<file path="src/rtl/pc_seq.sv">
// pc_seq: program-sequencing unit producing the registered instruction fetch
// address. Supports increment, absolute/relative branch and, when the macro
// PC_SEQ_CALLSTACK_EN is defined, call/return through a circular return stack.
// Without the macro no stack is built: call is an absolute jump, ret is
// ignored, stk_full=0, stk_empty=1 and stk_err=0.
module pc_seq #(
  parameter int unsigned       ADDR_W     = 8,
  parameter int unsigned       DEPTH      = 4,
  parameter logic [ADDR_W-1:0] RESET_ADDR = '0
) (
  input  logic              clk,
  input  logic              rst_n,
  input  logic              en,
  input  logic              brnch_yes,
  input  logic              brnch_rel,
  input  logic              call,
  input  logic              ret,
  input  logic [ADDR_W-1:0] regBuf,
  output logic [ADDR_W-1:0] addr,
  output logic              stk_full,
  output logic              stk_empty,
  output logic              stk_err
);

  if (ADDR_W < 4) begin : g_bad_addr_w
    $error("pc_seq: ADDR_W must be at least 4");
  end
  if (DEPTH < 1) begin : g_bad_depth
    $error("pc_seq: DEPTH must be at least 1");
  end

  logic [ADDR_W-1:0] r_addr;
  logic [ADDR_W-1:0] w_addr_inc;
  logic [ADDR_W-1:0] w_addr_nxt;

  // Relative offsets are ADDR_W wide, so a plain modulo add is the sign-extended add.
  assign w_addr_inc = r_addr + ADDR_W'(1);
  assign addr       = r_addr;

`ifdef PC_SEQ_CALLSTACK_EN

  localparam int unsigned PTR_W = (DEPTH > 1) ? $clog2(DEPTH) : 1;
  localparam int unsigned CNT_W = $clog2(DEPTH + 1);

  logic [ADDR_W-1:0] r_stk [DEPTH];
  logic [PTR_W-1:0]  r_wp;
  logic [CNT_W-1:0]  r_cnt;
  logic              r_err;

  logic [PTR_W-1:0]  w_wp_inc;
  logic [PTR_W-1:0]  w_wp_dec;
  logic [ADDR_W-1:0] w_top;
  logic              w_full;
  logic              w_empty;
  logic              w_push;
  logic              w_pop;
  logic              w_err_set;

  // r_wp is the next free slot; on overflow it keeps circling so the oldest entry is overwritten.
  always_comb begin
    w_wp_inc = (r_wp == PTR_W'(DEPTH - 1)) ? '0 : r_wp + PTR_W'(1);
    w_wp_dec = (r_wp == '0) ? PTR_W'(DEPTH - 1) : r_wp - PTR_W'(1);
    w_top    = r_stk[w_wp_dec];
    w_full   = (r_cnt == CNT_W'(DEPTH));
    w_empty  = (r_cnt == '0);
  end

  // Prioritised action select: ret > call > relative branch > absolute branch > increment.
  always_comb begin
    w_addr_nxt = w_addr_inc;
    w_push     = 1'b0;
    w_pop      = 1'b0;
    w_err_set  = 1'b0;
    if (ret) begin
      if (call) begin
        w_err_set = 1'b1;
      end
      if (!w_empty) begin
        w_addr_nxt = w_top;
        w_pop      = 1'b1;
      end else begin
        w_err_set  = 1'b1;
      end
    end else if (call) begin
      w_push     = 1'b1;
      w_addr_nxt = regBuf;
      if (w_full) begin
        w_err_set = 1'b1;
      end
    end else if (brnch_yes) begin
      if (brnch_rel) begin
        w_addr_nxt = r_addr + regBuf;
      end else begin
        w_addr_nxt = regBuf;
      end
    end
  end

  // Address, stack pointer, occupancy count and sticky error; all hold while en is low.
  always_ff @(posedge clk or negedge rst_n) begin
    if (!rst_n) begin
      r_addr <= RESET_ADDR;
      r_wp   <= '0;
      r_cnt  <= '0;
      r_err  <= 1'b0;
    end else if (en) begin
      r_addr <= w_addr_nxt;
      if (w_push) begin
        r_wp <= w_wp_inc;
        if (!w_full) begin
          r_cnt <= r_cnt + CNT_W'(1);
        end
      end else if (w_pop) begin
        r_wp  <= w_wp_dec;
        r_cnt <= r_cnt - CNT_W'(1);
      end
      if (w_err_set) begin
        r_err <= 1'b1;
      end
    end
  end

  // Stack storage carries no reset; entries are only ever read below the count.
  always_ff @(posedge clk) begin
    if (en && w_push) begin
      r_stk[r_wp] <= w_addr_inc;
    end
  end

  assign stk_full  = w_full;
  assign stk_empty = w_empty;
  assign stk_err   = r_err;

`else

  logic w_unused;

  assign w_unused = ret;

  // Action select without a stack: call is an absolute jump, ret falls through.
  always_comb begin
    w_addr_nxt = w_addr_inc;
    if (call) begin
      w_addr_nxt = regBuf;
    end else if (brnch_yes) begin
      if (brnch_rel) begin
        w_addr_nxt = r_addr + regBuf;
      end else begin
        w_addr_nxt = regBuf;
      end
    end
  end

  // Fetch address register; holds while en is low.
  always_ff @(posedge clk or negedge rst_n) begin
    if (!rst_n) begin
      r_addr <= RESET_ADDR;
    end else if (en) begin
      r_addr <= w_addr_nxt;
    end
  end

  assign stk_full  = 1'b0;
  assign stk_empty = 1'b1;
  assign stk_err   = 1'b0;

`endif

endmodule

</file>
<file path="config.mk">
export PLATFORM = sky130hd
export DESIGN_NAME = pc_seq
export DESIGN_NICKNAME = d
export VERILOG_FILES = /design/src/rtl/pc_seq.sv
export SDC_FILE = /design/constraint.sdc
export NUM_CORES = 1
export LEC_CHECK = 0
export CAP_MARGIN = 20
export CELL_PAD_IN_SITES_DETAIL_PLACEMENT = 0
export CELL_PAD_IN_SITES_GLOBAL_PLACEMENT = 1
export CORE_ASPECT_RATIO = 1.2
export CORE_UTILIZATION = 36
export DETAILED_ROUTE_END_ITERATION = 8
export PLACE_DENSITY_LB_ADDON = 0.1
export SKIP_LAST_GASP = 1
export SYNTH_ARGS = -nofsm -noshare
export SYNTH_HDL_FRONTEND = slang
export SYNTH_SLANG_ARGS = --single-unit
</file>
<file path="constraint.sdc">
create_clock -name clk -period 2.2 [get_ports clk]
set_clock_uncertainty 0.1 [all_clocks]
set_input_delay 0.33 -clock clk [delete_from_list [all_inputs] [get_ports clk]]
set_output_delay 0.33 -clock clk [all_outputs]
set_load 0.005 [all_outputs]
</file>
# After elaboration in Yosys (flattened, before gate mapping)
# Cells that the tools add are included.
[totals]
register_bits = 8
in_bits = 15
output_inout_bits = 11
wordCells = 6
[classes]
n_addsub = 2
mux = 3
[ops]
columns = ["operator", "n"]
rows = [
  ["2-to-1 mux 8 bit", 3],
  ["adder 8 x 1 -> 8 bit, second input constant", 1],
  ["adder 8 bit", 1],
]

# Longest topological paths before layout
[logic_depth]
depth_word = 4
depth_mapped = 8
ltp_nobuf = 8

# Least setup slack after synthesis
# OpenSTA, ideal clock, no wires.
[synth_path]
path_kind = "register -> register"
start = "reg r_addr[0] (netlist: addr[0])"
end = "reg r_addr[6] (netlist: addr[6])"
setup_time_ns = 0.123
t_arrival_ns = 1.849
path_slack_ns = 0.128
path_stages_with_launch = 9
path_buffers = 0
cell_sequence = "dfrtp_1 > ha_1 > inv_1 > fa_1 > nor2b_1 > o31a_1 > mux2i_1 > o22ai_1 > o221a_1"
[synth_via]
elab_chain_cells = 4
word_cells_on_any_way = 5
cone_classes = "2 x add/sub; 3 x mux"
[synth_rtl]
columns = ["item", "line_no", "text"]
rows = [
  ["start, declared", "32", "logic [ADDR_W-1:0] r_addr;"],
  ["start signal, assigned", "159", "r_addr <= w_addr_nxt;"],
  ["adder 8 bit", "147", "w_addr_nxt = r_addr + regBuf;"],
  ["2-to-1 mux 8 bit", "146", "if (brnch_rel) begin"],
  ["2-to-1 mux 8 bit (*)", "145", "end else if (brnch_yes) begin"],
  ["2-to-1 mux 8 bit (*)", "143", "if (call) begin"],
]
# Every way passes the cells marked *; elsewhere a longest branch is shown, timed or not.
# A chain may end at the register's enable or synchronous reset.

# Worst setup path after layout
[layout_path]
start = "in regBuf[1]"
end = "reg r_addr[7] (netlist: addr[7])"
[layout_via]
elab_chain_cells = 4
[layout_rtl]
columns = ["item", "line_no", "text"]
rows = [
  ["start, declared", "18", "input logic [ADDR_W-1:0] regBuf,"],
  ["adder 8 bit", "147", ""],
  ["2-to-1 mux 8 bit", "146", ""],
  ["2-to-1 mux 8 bit", "145", ""],
  ["2-to-1 mux 8 bit", "143", ""],
]
# Every way passes these cells.

==> flow_metrics.env <==
export IMPL_cp_required_ns=2.29
export IMPL_synth_edf_count=0
export IMPL_synthMuxAreaShare_pct=3.32
export IMPL_synth_area_top_cells="dfrtp_1 19%, ha_1 9.5%, inv_1 3.9%"
export IMPL_cts_max_level=1
export IMPL_cp_max_fo=3
export IMPL_initial_core_util_pct=37.9
export IMPL_die_w_um=51.4
export IMPL_clk_pin_slew_ns=0.06
export IMPL_syn_inst=132
export IMPL_fin_crit_ns=2.12
export IMPL_cpMaxStageDelayCell="clkdlybuf4s50_1"
export IMPL_synth_seq_area_share_pct=19.0
export IMPL_critPathKind="input pin to flop"
export IMPL_cts_root_buffer="clkbuf_4"
export IMPL_critical_path_arrival_ns=2.21
export IMPL_power_uw=866
export IMPL_period_share_pct=96.4
export IMPL_grt_pass1_wl_mm=4.86
export IMPL_syn2layout_area_growth_pct=43.2
export IMPL_synth_simple_area_share_pct=21.0
export IMPL_grt_setup_unrepaired="false"
export IMPL_worstSetupEndpointType="flop"
export IMPL_layout_drive_gt1_share_pct=25.3
export IMPL_crit_family="compound AO/OA/AOI/OAI gates"
export IMPL_synth_xor_area_share_pct=4.98
export IMPL_cts_tree="built"
export IMPL_synth_cell_types=51
export IMPL_cts_buffers=3
export IMPL_slew_viol_final=0
export IMPL_cp_start_kind="input pin"
export IMPL_max_cap_violations=0
export IMPL_p_per_area_nw_per_um2=573
export IMPL_fp_dieH_um=61.3
export IMPL_avgSynthCellArea_um2=7.99
export IMPL_yosysWarnings=0
export IMPL_worst_path_buf_inv=1
export IMPL_antenna_found_initial=0
export IMPL_crit_chain="clkdlybuf4s50_1 > ha_1 > a21o_1 > a31o_1 > o21bai_2 > mux2_4 > o21ai_2"
export IMPL_diodes=0
export IMPL_largest_reg_flops=8
export IMPL_instances_no_fill=212
export IMPL_via_per_inst=5.40
export IMPL_peakVddDrop_v=0.000297
export IMPL_fin_area_um2=1510
export IMPL_hold_path_class="input pin to asynchronous set/reset pin"
export IMPL_clock_latency_ns=0.26
export IMPL_outcome="finished clean"
export IMPL_ys_flop_type="dfrtp_1"
export IMPL_port_buffers=21
export IMPL_hold_violations=0
export IMPL_drc=0
export IMPL_ant_nets=0
export IMPL_firstDrtPassIters=4
export IMPL_first_iter_violations=17
export IMPL_leakagePower_uw=0.000685
export IMPL_ys_ff_latch=8
export IMPL_synth_top_family_by_area="compound AO/OA/AOI/OAI gates"
export IMPL_grt_max_degree=15
export IMPL_grt_pass1_vias=1105
export IMPL_dp_cells=208
export IMPL_design_portCount=26
export IMPL_cts_buffer_depth=2
export IMPL_synth_adder_area_share_pct=11.4
export IMPL_syn_area_um2=1050
export IMPL_rows=21
export IMPL_grt_util_all_layers_pct=21.4
export IMPL_routed_wl_mm=3.06
export IMPL_cts_sinks=8
export IMPL_placed_cell_area_um2=1460
export IMPL_gp_congestion=0.816
export IMPL_detail_route_wl_per_cell_um=14.4
export IMPL_dp_hpwl_mm=2.50
export IMPL_dieArea_um2=3150
export IMPL_grt_overflow_total=0
export IMPL_cpPeakStageDelay_ns=0.44
export IMPL_core_area_um2=2790
export IMPL_synth_top_cell_area_share_pct=19.0
export IMPL_synthArstFlopShare_pct=100
export IMPL_final_setup_viol_count=0
export IMPL_yosysTopAreaCell="dfrtp_1"
export IMPL_layout_nets=204
export IMPL_max_freq_mhz=472
export IMPL_synth_compound_area_share_pct=28.9
export IMPL_via_count=1145
## metal layers
layer / part of all wire, % / wire, um / global-route usage [%]
met4: 1.1 / 33 / 8.11
met3: 3.4 / 105 / 3.21
met1: 44 / 1340 / 24.0
met2: 52 / 1580 / 40.4
met5: 0 / 0 / 0
## layout by cell type, fill, tap and decap left out, types with 2 or more instances in the layout
| cell | instances |
|---|---|
| nor2b_1 | 3 |
| nand2_1 | 6 |
| ha_1 | 6 |
| nand3_1 | 3 |
| xnor2_1 | 3 |
| o21ai_0 | 8 |
| conb_1 | 3 |
| clkdlybuf4s50_1 | 20 |
| a31oi_1 | 5 |
| and3_1 | 2 |
| o22ai_1 | 2 |
| mux2i_1 | 2 |
| dfrtp_1 | 8 |
| clkbuf_4 | 3 |
| o221ai_1 | 3 |
| inv_1 | 11 |
| a21oi_1 | 8 |
| nor3_1 | 4 |
| xor2_1 | 3 |
| a21o_1 | 3 |
| buf_4 | 30 |
| nor2_1 | 11 |
## kinds of logic after synthesis
logic type                 after synthesis
adders and majority gates                9
and+or+nand+nor                         41
buffers and inverters                   20
AOI/OAI and AO/OA                       43
DFF                                      8
xor gates and xnor gates                 6
muxes                                    3
other                                    2
## report_power, final
group,internal (uW),switching (uW)
clock network,63.1,60.4
registers,176,33.2
logic,302,231
total,541,325
## timing repair
item / 4_1_cts / 5_1_grt
resized for setup: 3 / 2
buffers inserted: 0 / 1
endpoints found under the setup margin: 1 / 2
pin swaps: 1 / 2
endpoints found under the hold margin: 0 / 0
hold buffers: 0 / 0
## per-stage QoR
| stage | setup slack, ns | TNS, ns | hold slack [ns] | utilization (%) |
|---|---|---|---|---|
| after floorplan | 0.128 | 0 | -0.0656 | - |
| after global placement | -0.271 | -0.722 | 0.535 | 52.3 |
| after detailed placement | -0.320 | -0.898 | 0.543 | 52.3 |
| after CTS | 0.0197 | 0 | 0.298 | 53.4 |
| after global routing | 0.000858 | 0 | 0.319 | 54.2 |
| final | 0.0792 | 0 | 0.286 | 54.2 |
## Yosys cell counts (all sizes together), types with 2 or more instances
cell type,n
buf,6
o21a,2
a31oi,5
a31o,2
xor2,3
o22ai,3
and3,2
nor3,4
nand3,3
conb,2
xnor2,3
clkbuf,3
ha,8
inv,11
or3,2
o21ai,9
nor2,11
a21oi,8
nand2,6
mux2i,2
o221ai,3
a21o,3
dfrtp,8
nor2b,4
## final timing paths
path                            slack [ns]  cells past startpoint      end      start
worst max register to register        0.19                      6  addr[7]    addr[1]
worst min register to register        0.56                      2  addr[1]    addr[1]
worst min-delay path                  0.29                      1  addr[2]      rst_n
min in group clk                      0.48                      4  addr[0]  regBuf[0]
max in group asynchronous             1.40                      1  addr[5]      rst_n
worst max-delay path                  0.08                      7  addr[7]  regBuf[1]
## layout make-up
class | instances | area, um2
well taps | 34 | 42.5
repair buffers | 51 | 438
fillers | 283 | 1270
clock buffers | 3 | 22.5
multi-input cells | 105 | 766
flip-flops and latches | 8 | 200
inverters | 11 | 41.3
Power figures use the tool's default switching activity.
